===== src/rtl/mp_add_pkg.sv =====
// Shared types and helpers for the multi-precision add sequencer.
package mp_add_pkg;

    typedef enum logic [1:0] {
        ST_IDLE = 2'd0,
        ST_RUN  = 2'd1,
        ST_DONE = 2'd2
    } state_t;

    // Slice index width; a single-slice operand still needs a 1-bit index.
    function automatic int unsigned idx_width(input int unsigned w);
        return (w > 1) ? $clog2(w) : 1;
    endfunction

endpackage


===== src/rtl/rca_Nbit_co.sv =====
// N-bit ripple-carry adder with carry in/out; the shared slice adder.
module rca_Nbit_co #(
    parameter int unsigned N = 4
) (
    input  logic [N-1:0] i_a,
    input  logic [N-1:0] i_b,
    input  logic         i_ci,
    output logic [N-1:0] o_s,
    output logic         o_co
);

    logic [N:0] w_c;

    assign w_c[0] = i_ci;

    for (genvar g = 0; g < N; g++) begin : g_fa
        assign o_s[g]     = i_a[g] ^ i_b[g] ^ w_c[g];
        assign w_c[g + 1] = (i_a[g] & i_b[g]) | (w_c[g] & (i_a[g] ^ i_b[g]));
    end

    assign o_co = w_c[N];

endmodule


===== src/rtl/mp_add_seq.sv =====
// Multi-precision add sequencer: one N-bit adder reused over W slices, LSB slice first.
module mp_add_seq
    import mp_add_pkg::*;
#(
    parameter int unsigned N = 4,
    parameter int unsigned W = 4
) (
    input  logic           clk,
    input  logic           rst_n,
    input  logic           start,
    input  logic [N*W-1:0] a_in,
    input  logic [N*W-1:0] b_in,
    input  logic           cin,
    output logic           ready,
    output logic           busy,
    output logic           done,
    output logic [N*W-1:0] sum_out,
    output logic           cout,
    output logic           ovf
);

    localparam int unsigned   IW   = idx_width(W);
    localparam int unsigned   NW   = N * W;
    localparam logic [IW-1:0] LAST = IW'(W - 1);

    state_t          r_state, w_state_nxt;
    logic [IW-1:0]   r_idx;
    logic [NW-1:0]   r_a, r_b, r_part, r_sum;
    logic            r_carry, r_cout, r_ovf;

    logic [N-1:0]    w_a_sl, w_b_sl, w_s_sl;
    logic            w_co, w_accept, w_last;
    logic [NW-1:0]   w_full;

    assign w_a_sl = r_a[r_idx * N +: N];
    assign w_b_sl = r_b[r_idx * N +: N];
    assign w_last = (r_idx == LAST);

    rca_Nbit_co #(.N(N)) u_rca (
        .i_a  (w_a_sl),
        .i_b  (w_b_sl),
        .i_ci (r_carry),
        .o_s  (w_s_sl),
        .o_co (w_co)
    );

    // Partial sum with the current slice merged in, so the final slice lands in sum_out directly.
    always_comb begin
        w_full                 = r_part;
        w_full[r_idx * N +: N] = w_s_sl;
    end

    always_comb begin
        w_state_nxt = r_state;
        ready       = 1'b0;
        busy        = 1'b0;
        done        = 1'b0;
        unique case (r_state)
            ST_IDLE: begin
                ready = 1'b1;
                if (start) w_state_nxt = ST_RUN;
            end
            ST_RUN: begin
                busy = 1'b1;
                if (w_last) w_state_nxt = ST_DONE;
            end
            ST_DONE: begin
                ready       = 1'b1;
                done        = 1'b1;
                w_state_nxt = start ? ST_RUN : ST_IDLE;
            end
            default: w_state_nxt = ST_IDLE;
        endcase
    end

    assign w_accept = ready & start;

    always_ff @(posedge clk) begin
        if (!rst_n) r_state <= ST_IDLE;
        else        r_state <= w_state_nxt;
    end

    always_ff @(posedge clk) begin
        if (!rst_n) begin
            r_idx   <= '0;
            r_a     <= '0;
            r_b     <= '0;
            r_part  <= '0;
            r_carry <= 1'b0;
            r_sum   <= '0;
            r_cout  <= 1'b0;
            r_ovf   <= 1'b0;
        end else if (w_accept) begin
            r_a     <= a_in;
            r_b     <= b_in;
            r_part  <= '0;
            r_carry <= cin;
            r_idx   <= '0;
        end else if (r_state == ST_RUN) begin
            r_part  <= w_full;
            r_carry <= w_co;
            if (w_last) begin
                r_idx  <= '0;
                r_sum  <= w_full;
                r_cout <= w_co;
                r_ovf  <= (r_a[NW-1] == r_b[NW-1]) && (w_full[NW-1] != r_a[NW-1]);
            end else begin
                r_idx  <= r_idx + 1'b1;
            end
        end
    end

    assign sum_out = r_sum;
    assign cout    = r_cout;
    assign ovf     = r_ovf;

endmodule

===== config.mk =====
export PLATFORM = sky130hd
export DESIGN_NAME = mp_add_seq
export DESIGN_NICKNAME = d
export VERILOG_FILES = /design/src/rtl/mp_add_pkg.sv /design/src/rtl/rca_Nbit_co.sv /design/src/rtl/mp_add_seq.sv
export SDC_FILE = /design/constraint.sdc
export NUM_CORES = 1
export LEC_CHECK = 0
export CELL_PAD_IN_SITES_DETAIL_PLACEMENT = 0
export CELL_PAD_IN_SITES_GLOBAL_PLACEMENT = 1
export CORE_MARGIN = 8
export CORE_UTILIZATION = 39
export DETAILED_ROUTE_END_ITERATION = 10
export HOLD_SLACK_MARGIN = 0.02
export PLACE_DENSITY = 0.84
export SLEW_MARGIN = 20
export SYNTH_ARGS = -nofsm -noshare
export SYNTH_HDL_FRONTEND = slang
export SYNTH_HIERARCHICAL = 1
export SYNTH_SLANG_ARGS = --single-unit

===== constraint.sdc =====
create_clock -name clk -period 3.88 [get_ports clk]
set_input_delay 1.164 -clock clk [delete_from_list [all_inputs] [get_ports clk]]
set_output_delay 1.164 -clock clk [all_outputs]
set_load 0.1 [all_outputs]

### After elaboration in Yosys (flattened, before gate mapping)

Index checks and enable logic that the tools add are counted.

| word-level totals | value |
|---|---|
| latch bits | 0 |
| bits of input ports | 36 |
| bits in read-only memories | 0 |
| logic and storage cells | 63 |
| memories kept | 0 |
| bits in writable memories | 0 |
| output and inout port bits | 21 |
| register bits after elaboration | 71 |

| operators by class | value |
|---|---|
| equality and inequality tests | 7 |
| reduce and logical (&&, ||, !) cells | 7 |
| div/mod/pow operators | 0 |
| add/subtract/negate cells | 2 |
| shift-type cells | 4 |
| bitwise gates (word level) | 23 |
| multiplexer cells | 11 |
| multiply operators | 0 |
| order comparisons | 0 |

Operator list:

| kind | count |
|---|---|
| 4-bit negator with 34-bit output | 1 |
| 4-bit by 34-bit variable shift with 16-bit output (first input constant) | 1 |
| 4-bit by 34-bit indexed part select with 16-bit output | 1 |
| 16-bit by 5-bit indexed part select with 4-bit output | 2 |
| 16-bit bitwise mux | 1 |
| 1-bit bitwise AND | 9 |
| 1-bit bitwise XOR | 8 |
| 1-bit two-way mux | 6 |
| 2-bit two-way mux | 3 |
| 2-bit case mux with 3 select lines | 1 |
| 2-bit equality test (second input constant) | 2 |
| 2-bit inequality test (second input constant) | 2 |
| 1-bit OR | 4 |
| 2-bit OR reduction | 2 |
| 3-bit AND reduction | 1 |
| 2-bit by 1-bit adder with 2-bit output (second input constant) | 1 |
| 2-bit by 1-bit equality test with 1-bit output (second input constant) | 1 |
| 2-bit zero test | 1 |
| 1-bit NOT | 2 |
| 2-bit AND reduction | 1 |
| 2-bit nonzero test | 1 |
| 1-bit equality test | 1 |
| 1-bit logical AND | 1 |
| 1-bit inequality test | 1 |

### Depth between registers and ports, before layout

Gate-level depths: netlist of the first run.

| depth | value |
|---|---|
| depth after elaboration | 13 |
| depth in mapped cells | 13 |
| depth with buffers taken out | 12 |

### Modules after synthesis

Netlist of the first run, hierarchy kept.

By module, submodules not included:

| module | seq. area each (sq um) | area an instance (sq um) | cells each | instances |
|---|---|---|---|---|
| mp_add_seq | 1421.4 | 3057.9 | 339 | 1 |
| rca_Nbit_co | 0.0 | 117.6 | 14 | 1 |

### Least setup slack after synthesis of the first run

OpenSTA, ideal clock, no wires.

| timing | value |
|---|---|
| kind | reg-to-reg |
| start | register r_idx[0] |
| end | register r_ovf (netlist: ovf) |
| arrival | 3.400 ns |
| clock period less this slack | 3.535 ns |
| cell stages (with the launch flop) | 14 |
| buffers on the path | 1 |
| required time | 3.745 ns |
| library setup time | 0.135 ns |
| setup slack | 0.345 ns |
| cell sequence | dfxtp_1 buf_4 mux4_2 fa_1 inv_1 fa_1 inv_1 fa_1 inv_1 fa_1 inv_1 and4bb_2 mux2i_1 o221ai_1 |

| between the ends | value |
|---|---|
| longest elaborated chain between the ends | 13 |
| elaborated cells between the ends (all ways) | 27 |
| classes of those cells | add/sub (1); eq/ne (2); shift (4); mux (1); bitwise (17); reduce/logical (2) |

RTL lines:

| element | RTL line | RTL |
|---|---|---|
| start: declaration | mp_add_seq.sv:27 | `logic [IW-1:0] r_idx;` |
| start signal: assignment | mp_add_seq.sv:108 | `r_idx <= r_idx + 1'b1;` |
| 16-bit by 5-bit indexed part select with 4-bit output (*) | mp_add_seq.sv:35 | `assign w_a_sl = r_a[r_idx * N +: N];` |
| net w_a_sl[0] | mp_add_seq.sv:31 | `logic [N-1:0] w_a_sl, w_b_sl, w_s_sl;` |
| 1-bit bitwise XOR | rca_Nbit_co.sv:18 | `assign w_c[g + 1] = (i_a[g] & i_b[g]) \| (w_c[g] & (i_a[g] ^ i_b[g]));` |
| 1-bit bitwise AND | rca_Nbit_co.sv:18 |  |
| 1-bit OR (*) | rca_Nbit_co.sv:18 |  |
| 1-bit bitwise AND (*) | rca_Nbit_co.sv:18 |  |
| 1-bit OR (*) | rca_Nbit_co.sv:18 |  |
| 1-bit bitwise AND (*) | rca_Nbit_co.sv:18 |  |
| 1-bit OR (*) | rca_Nbit_co.sv:18 |  |
| 1-bit bitwise XOR (*) | rca_Nbit_co.sv:17 | `assign o_s[g] = i_a[g] ^ i_b[g] ^ w_c[g];` |
| net w_s_sl[3] | mp_add_seq.sv:31 |  |
| 4-bit by 34-bit indexed part select with 16-bit output (*) | mp_add_seq.sv:50 | `w_full[r_idx * N +: N] = w_s_sl;` |
| 16-bit bitwise mux (*) | mp_add_seq.sv:50 |  |
| 1-bit inequality test (*) | mp_add_seq.sv:106 | `r_ovf <= (r_a[NW-1] == r_b[NW-1]) && (w_full[NW-1] != r_a[NW-1]);` |
| 1-bit logical AND (*) | mp_add_seq.sv:106 |  |
| end signal: assignment | mp_add_seq.sv:106 |  |
| end: declaration | mp_add_seq.sv:29 | `logic r_carry, r_cout, r_ovf;` |

Mark *: on every way through the listed nets, which the timed path passes. The rest lies on a longest branch.
A chain may end at the register's enable or synchronous reset.

### Worst setup path after layout of the first run

| timing | value |
|---|---|
| start | register r_idx[0] |
| end | register r_ovf (netlist: ovf) |

| between the ends | value |
|---|---|
| longest elaborated chain between the ends | 13 |
| elaborated cells between the ends (all ways) | 27 |
| classes of those cells | add/sub (1); eq/ne (2); shift (4); mux (1); bitwise (17); reduce/logical (2) |

RTL lines:

| element | RTL line | RTL |
|---|---|---|
| 16-bit by 5-bit indexed part select with 4-bit output (*) | mp_add_seq.sv:36 | `assign w_b_sl = r_b[r_idx * N +: N];` |
| net w_b_sl[0] | mp_add_seq.sv:31 |  |
| 1-bit bitwise XOR | rca_Nbit_co.sv:18 |  |
| 1-bit bitwise AND | rca_Nbit_co.sv:18 |  |
| 1-bit OR (*) | rca_Nbit_co.sv:18 |  |
| 1-bit bitwise AND (*) | rca_Nbit_co.sv:18 |  |
| 1-bit OR (*) | rca_Nbit_co.sv:18 |  |
| 1-bit bitwise AND (*) | rca_Nbit_co.sv:18 |  |
| 1-bit OR (*) | rca_Nbit_co.sv:18 |  |
| 1-bit bitwise XOR (*) | rca_Nbit_co.sv:17 |  |
| net w_s_sl[3] | mp_add_seq.sv:31 |  |
| 4-bit by 34-bit indexed part select with 16-bit output (*) | mp_add_seq.sv:50 |  |
| 16-bit bitwise mux (*) | mp_add_seq.sv:50 |  |
| 1-bit inequality test (*) | mp_add_seq.sv:106 |  |
| 1-bit logical AND (*) | mp_add_seq.sv:106 |  |

Marks and branches as above.

==> metrics.yaml, run 1 <==
fp.dieH_um: 106
via_per_inst: 5.03
post-route-period-util_pct: 89.3
coreArea_sq_um: 8050
drv_slew: 0
netlist.area_leader.share_pct: 44.8
grt_first_pass_wirelength_mm: 12.3
overflow: 0
syn_avg_cell_area_sq_um: 9.00
cts_resized: 0
grt_pass1_vias: 2632
dp_hpwl_mm: 5.31
wl_per_cell_um: 14.4
drive_gt1_share_pct: 16.9
fp.dieW_um: 106
yosysMostFrequentCell: "dfxtp_1"
drt_pass1_iterations: 4
cts.sinks: 71
antenna_found_initial: 0
path_max_fanout: 5
vias: 2578
hold_ws_ns: 0.455
vdd_drop_max_mv: 0.152
numCtsBuffers: 9
cp_slowest_cell: "mux4_1"
holdBufCountCts: 0
synthFlopType: "dfxtp_1"
postSynth.asyncResetShare_pct: 0
n_fill_cell: 799
ys_types: 37
antenna_cells: 0
cp-start-kind: "flop"
drt_wl_total_mm: 7.41
place.gp.congestion: 0.811
relSlewSlack_pct: 56.2
critPathKind: "reg -> reg"
grt.total_usage_pct: 13.6
worst_clock_skew_ns: 0.00798
outcome: "finished clean"
pre_cts_ws_ns: 0.396
clockRootBuffer: "clkbuf_8"
synth_largest_area_cell: "dfxtp_1"
tns_ns: 0
power_leakage_nw: 1.51
num_rows: 33
critPathCaptureType: "flop"
clkTransAtPathRegs_ns: 0.08
rsz0062_at_grt: "false"
syn-cell-area_sq_um: 3180
ys_ff_latch: 71
required_ns: 4.09
final_hold_viol_count: 0
cts_tree: "built"
cp.arrival_ns: 3.67
ys_seq_area_share_pct: 44.8
finalSetupViolCount: 0
start_util_pct: 39.4
io_buffers: 56
clk_latency_ns: 0.35
netlist_instances: 353
post_cts_buffers: 0
drtIter0Drc: 72
ios: 57
slowest_delay_ns: 0.61
register_area_sq_um: 1420
syn2layout_area_growth_pct: 24.2
die-area_sq_um: 11300
layout_setup_ws_ns: 0.414
synth_nets: 399
tightest_slew_ns: 0.654
grt_start_max_net_pins: 38
synth-edff-count: 0
yosys-top-cells-count: "71 x dfxtp_1, 70 x nand2_1, 50 x a21oi_1"
finalNetCount: 449
synth_area_leaders: "dfxtp_1 45%, nand2_1 8.3%, a21oi_1 7.9%"
power.density_nw_per_um2: 402
path_cells: "mux4_1, fa_1, inv_1, fa_1, inv_1, fa_1, inv_1, fa_1, inv_1, and4bb_2, mux2i_1, o221ai_1"
hold_path.class: "reg -> reg"
maxCapViolations: 0
fmax_mhz: 289
h-tree-depth: 3
fin_crit_ns: 3.47
ant_nets: 0
multi_input_area_sq_um: 1550
drc: 0
yosys_warnings: 6
clockBufferDepth: 2
## cell usage in the layout, fill, tap and decap left out, types with 6 or more instances in the layout
cell type and count:
dfxtp_1 71, nand2_1 70, a21oi_1 50, clkdlybuf4s50_1 35, buf_4 30, o21ai_0 17, inv_1 16, nor2_1 16
nor2b_1 12, a31oi_1 11, a211oi_1 11, clkbuf_8 9, mux4_2 7, ha_1 6
## state kept, by name, summed over array words and instances, names as in the netlist
register / cells
r_a: 16
r_b: 16
ovf: 1
r_carry: 1
r_idx: 2
cout: 1
r_state: 2
r_part: 16
sum_out: 16
## stage by stage
step / area [sq um] / util [%] / power [W] / std cells
finish: 3940 / 49.0 / 0.00158 / 513
global route: 3940 / 49.0 / 0.00166 / 513
CTS: 3940 / 49.0 / 0.00161 / 513
detailed placement: 3740 / 46.5 / 0.00102 / 497
global placement: 3740 / 46.5 / 0.00101 / 497
floorplan: 3180 / - / 0.000938 / 353
## worst paths after layout
path,from,endpoint,slack (ns),cells after the start
worst min register to register,r_b[8],r_b[8],0.45,2
worst max register to register,r_idx[0],ovf,0.41,12
worst max-delay path,r_idx[0],ovf,0.41,12
worst min-delay path,r_b[8],r_b[8],0.45,2
## metal layers
metal  global-route usage [%]  vias to the layer above  part of all wire, %
met2                     22.5                       66                   47
met3                     4.78                       12                  5.9
met1                     15.4                     1177                   45
met5                        0                        -                    0
li1                         -                     1323                    -
met4                     6.03                        0                  2.0
## area by class of cell
cell class	instances	share of cell area [%]
multi-input cells	239	39.4
flip-flops and latches	71	36.1
repair buffers	65	14.6
well taps	105	3.33
clock buffers	9	3.14
clock inverters	7	1.87
inverters	17	1.62
## where the power goes
part	internal [W]	total, W	switching, W
Clock	0.000296	0.000582	0.000286
Combinational	0.0000951	0.000224	0.000129
Sequential	0.000759	0.000777	0.0000185
## cells by family (layout without fill, tap and decap cells)
family          after synthesis  count (layout)  share of synthesized area [%]
flops                        71              71                           44.8
buf+inv                      43              98                           6.46
mux                          11              11                           6.74
fa+ha+maj                    10              10                           4.89
compound gates              102             102                           19.5
simple gates                116             116                           17.7
## worst max-delay path: cells and delay by family, from the launching register on
kind | cells | cell delay [ns]
adder cells (fa/ha/maj) | 4 | 1.35
multiplexers | 2 | 0.81
flip-flops | 1 | 0.40
buffers and inverters | 4 | 0.36
AND/OR/NAND/NOR | 1 | 0.28
AO/OA/AOI/OAI | 1 | 0.13
(Power assumes the default switching activity.)
==> inputs of run 2 (changes only) <==
--- a/config.mk
+++ b/config.mk
@@ -10,6 +10,7 @@
 export CORE_MARGIN = 8
 export CORE_UTILIZATION = 39
 export DETAILED_ROUTE_END_ITERATION = 10
+export GPL_TIMING_DRIVEN = 0
 export HOLD_SLACK_MARGIN = 0.02
 export PLACE_DENSITY = 0.84
 export SLEW_MARGIN = 20
==> run 2 against run 1 <==
  * Sequential share of layout area fell by 1.1 points
  * Via count rose by 2.1%
  * Die area did not move
  * Sequential cell count did not move
  * First-iteration DRC count fell by 17%
  * Sequential power barely moved
  * Total power fell by 0.28%
  * Clock power fell by 2%
  * Clock skew rose by 0.0045 ns
  * Count of clock-buffer cells in the layout rose by 1
  * Critical path type unchanged
  * Largest cell class unchanged
==> metrics.yaml, run 2 (synthesized netlist as in run 1, its figures left out) <==
fin_cells: 530
grt_first_pass_wirelength_mm: 13.0
ios: 57
vdd_drop_max_mv: 0.195
fp.dieW_um: 106
top_layer: "met4"
drtIter0Drc: 60
post-route-period-util_pct: 94.3
critPathKind: "reg -> reg"
hold_path.class: "reg -> reg"
cts.sinks: 71
power_leakage_nw: 1.55
grt.total_usage_pct: 14.4
outcome: "finished clean"
hold_ws_ns: 0.453
antenna_cells: 0
vias: 2632
path_max_fanout: 10
maxCapViolations: 0
critPathCaptureType: "flop"
start_util_pct: 39.4
io_buffers: 56
antenna_found_initial: 0
wl_met1_mm: 3.55
grt_start_max_net_pins: 13
wl_met2_mm: 3.57
grt_pass1_vias: 2767
wl_met3_um: 416
drt_wl_total_mm: 7.70
fp.dieH_um: 106
layout_common_cells: "70 x nand2_1, 70 x dfxtp_1, 55 x clkdlybuf4s50_1"
power.density_nw_per_um2: 388
slowest_delay_ns: 0.55
ant_nets: 0
overflow: 0
finalSetupViolCount: 0
required_ns: 4.09
via_per_inst: 4.97
drc: 0
tns_ns: 0
clockBufferDepth: 2
cp-start-kind: "flop"
worst_clock_skew_ns: 0.0124
h-tree-depth: 3
drive_gt1_share_pct: 13.6
num_rows: 33
finalNetCount: 466
relSlewSlack_pct: 34.6
place.gp.congestion: 0.785
syn2layout_area_growth_pct: 28.0
coreArea_sq_um: 8050
cp.arrival_ns: 3.87
holdBufCountCts: 0
n_fill_cell: 797
path_cells: "buf_6, mux4_2, fa_1, inv_1, fa_1, inv_1, fa_1, inv_1, fa_1, inv_1, and4bb_2, mux2i_1, o221ai_1"
p_total_w: 0.00158
dp_hpwl_mm: 5.74
final_hold_viol_count: 0
fmax_mhz: 273
fin_crit_ns: 3.66
rsz0062_at_grt: "false"
numCtsBuffers: 9
tightest_slew_ns: 0.977
die-area_sq_um: 11300
cp_slowest_cell: "mux4_2"
clk_latency_ns: 0.34
clockRootBuffer: "clkbuf_8"
drt_pass1_iterations: 4
wl_per_cell_um: 14.5
clkTransAtPathRegs_ns: 0.07
cts_tree: "built"
drv_slew: 0
placed_cells: 514
## run 2: cell types whose count changed in the layout (fill, tap and decap cells not counted), sizes merged
cell / change
clkdlybuf4s50: +20
clkbuf: +7
clkinv: +2
clkinvlp: -3
buf: -10
dlymetal6s2s: +1
## run 2: area by class of cell
class	instances	area, sq um	area share (%)
multi-input combinational	239	1550	38.1
clock buffer	10	128	3.14
clock inverter	6	61.3	1.51
inverter	17	63.8	1.57
timing repair buffer	56	563	13.9
tap	105	131	3.23
sequential	71	1420	35.0
buffer	26	146	3.60
## run 2: path summary, 6_finish.rpt
check	end	cells after the start	startpoint	slack (ns)
max	ovf	13	r_idx[0]	0.22
min	r_a[14]	2	r_a[14]	0.45
max reg2reg	ovf	13	r_idx[0]	0.22
min reg2reg	r_a[14]	2	r_a[14]	0.45
## run 2: stage by stage
step	util (%)	worst slack [ns]	instance area (sq um)
floorplan	-	0.345	3180
global placement	48.0	-0.00294	3870
detailed placement	48.0	-0.0373	3870
CTS	50.4	0.0751	4060
global route	50.5	0.0279	4070
finish	50.5	0.222	4070
## run 2: critical path: cells and delay by family, from the launching register on
family / cells / cell delay [ns]
DFF: 1 / 0.47
AOI/OAI and AO/OA: 1 / 0.14
and+or+nand+nor: 1 / 0.28
buffers and inverters: 5 / 0.58
muxes: 2 / 0.74
adders and majority gates: 4 / 1.33
## run 2: metal layers
layer,global-route usage (%),up-vias
met1,17.3,1198
met3,4.11,17
met2,23.2,65
met5,0,-
met4,6.73,0
li1,-,1352
## run 2: report_power, final
part	internal, W	leakage (nW)	switching (W)	total [W]
sequential	0.000759	0.579	0.0000187	0.000777
combinational	0.0000996	0.878	0.000132	0.000232
clock	0.000295	0.0960	0.000275	0.000569
## run 2: repair_timing
| action | in CTS | in global routing |
|---|---|---|
| cloned | 0 | 0 |
| setup endpoints to repair | 2 | 3 |
| resized for setup | 1 | 4 |
| buffers inserted | 0 | 0 |
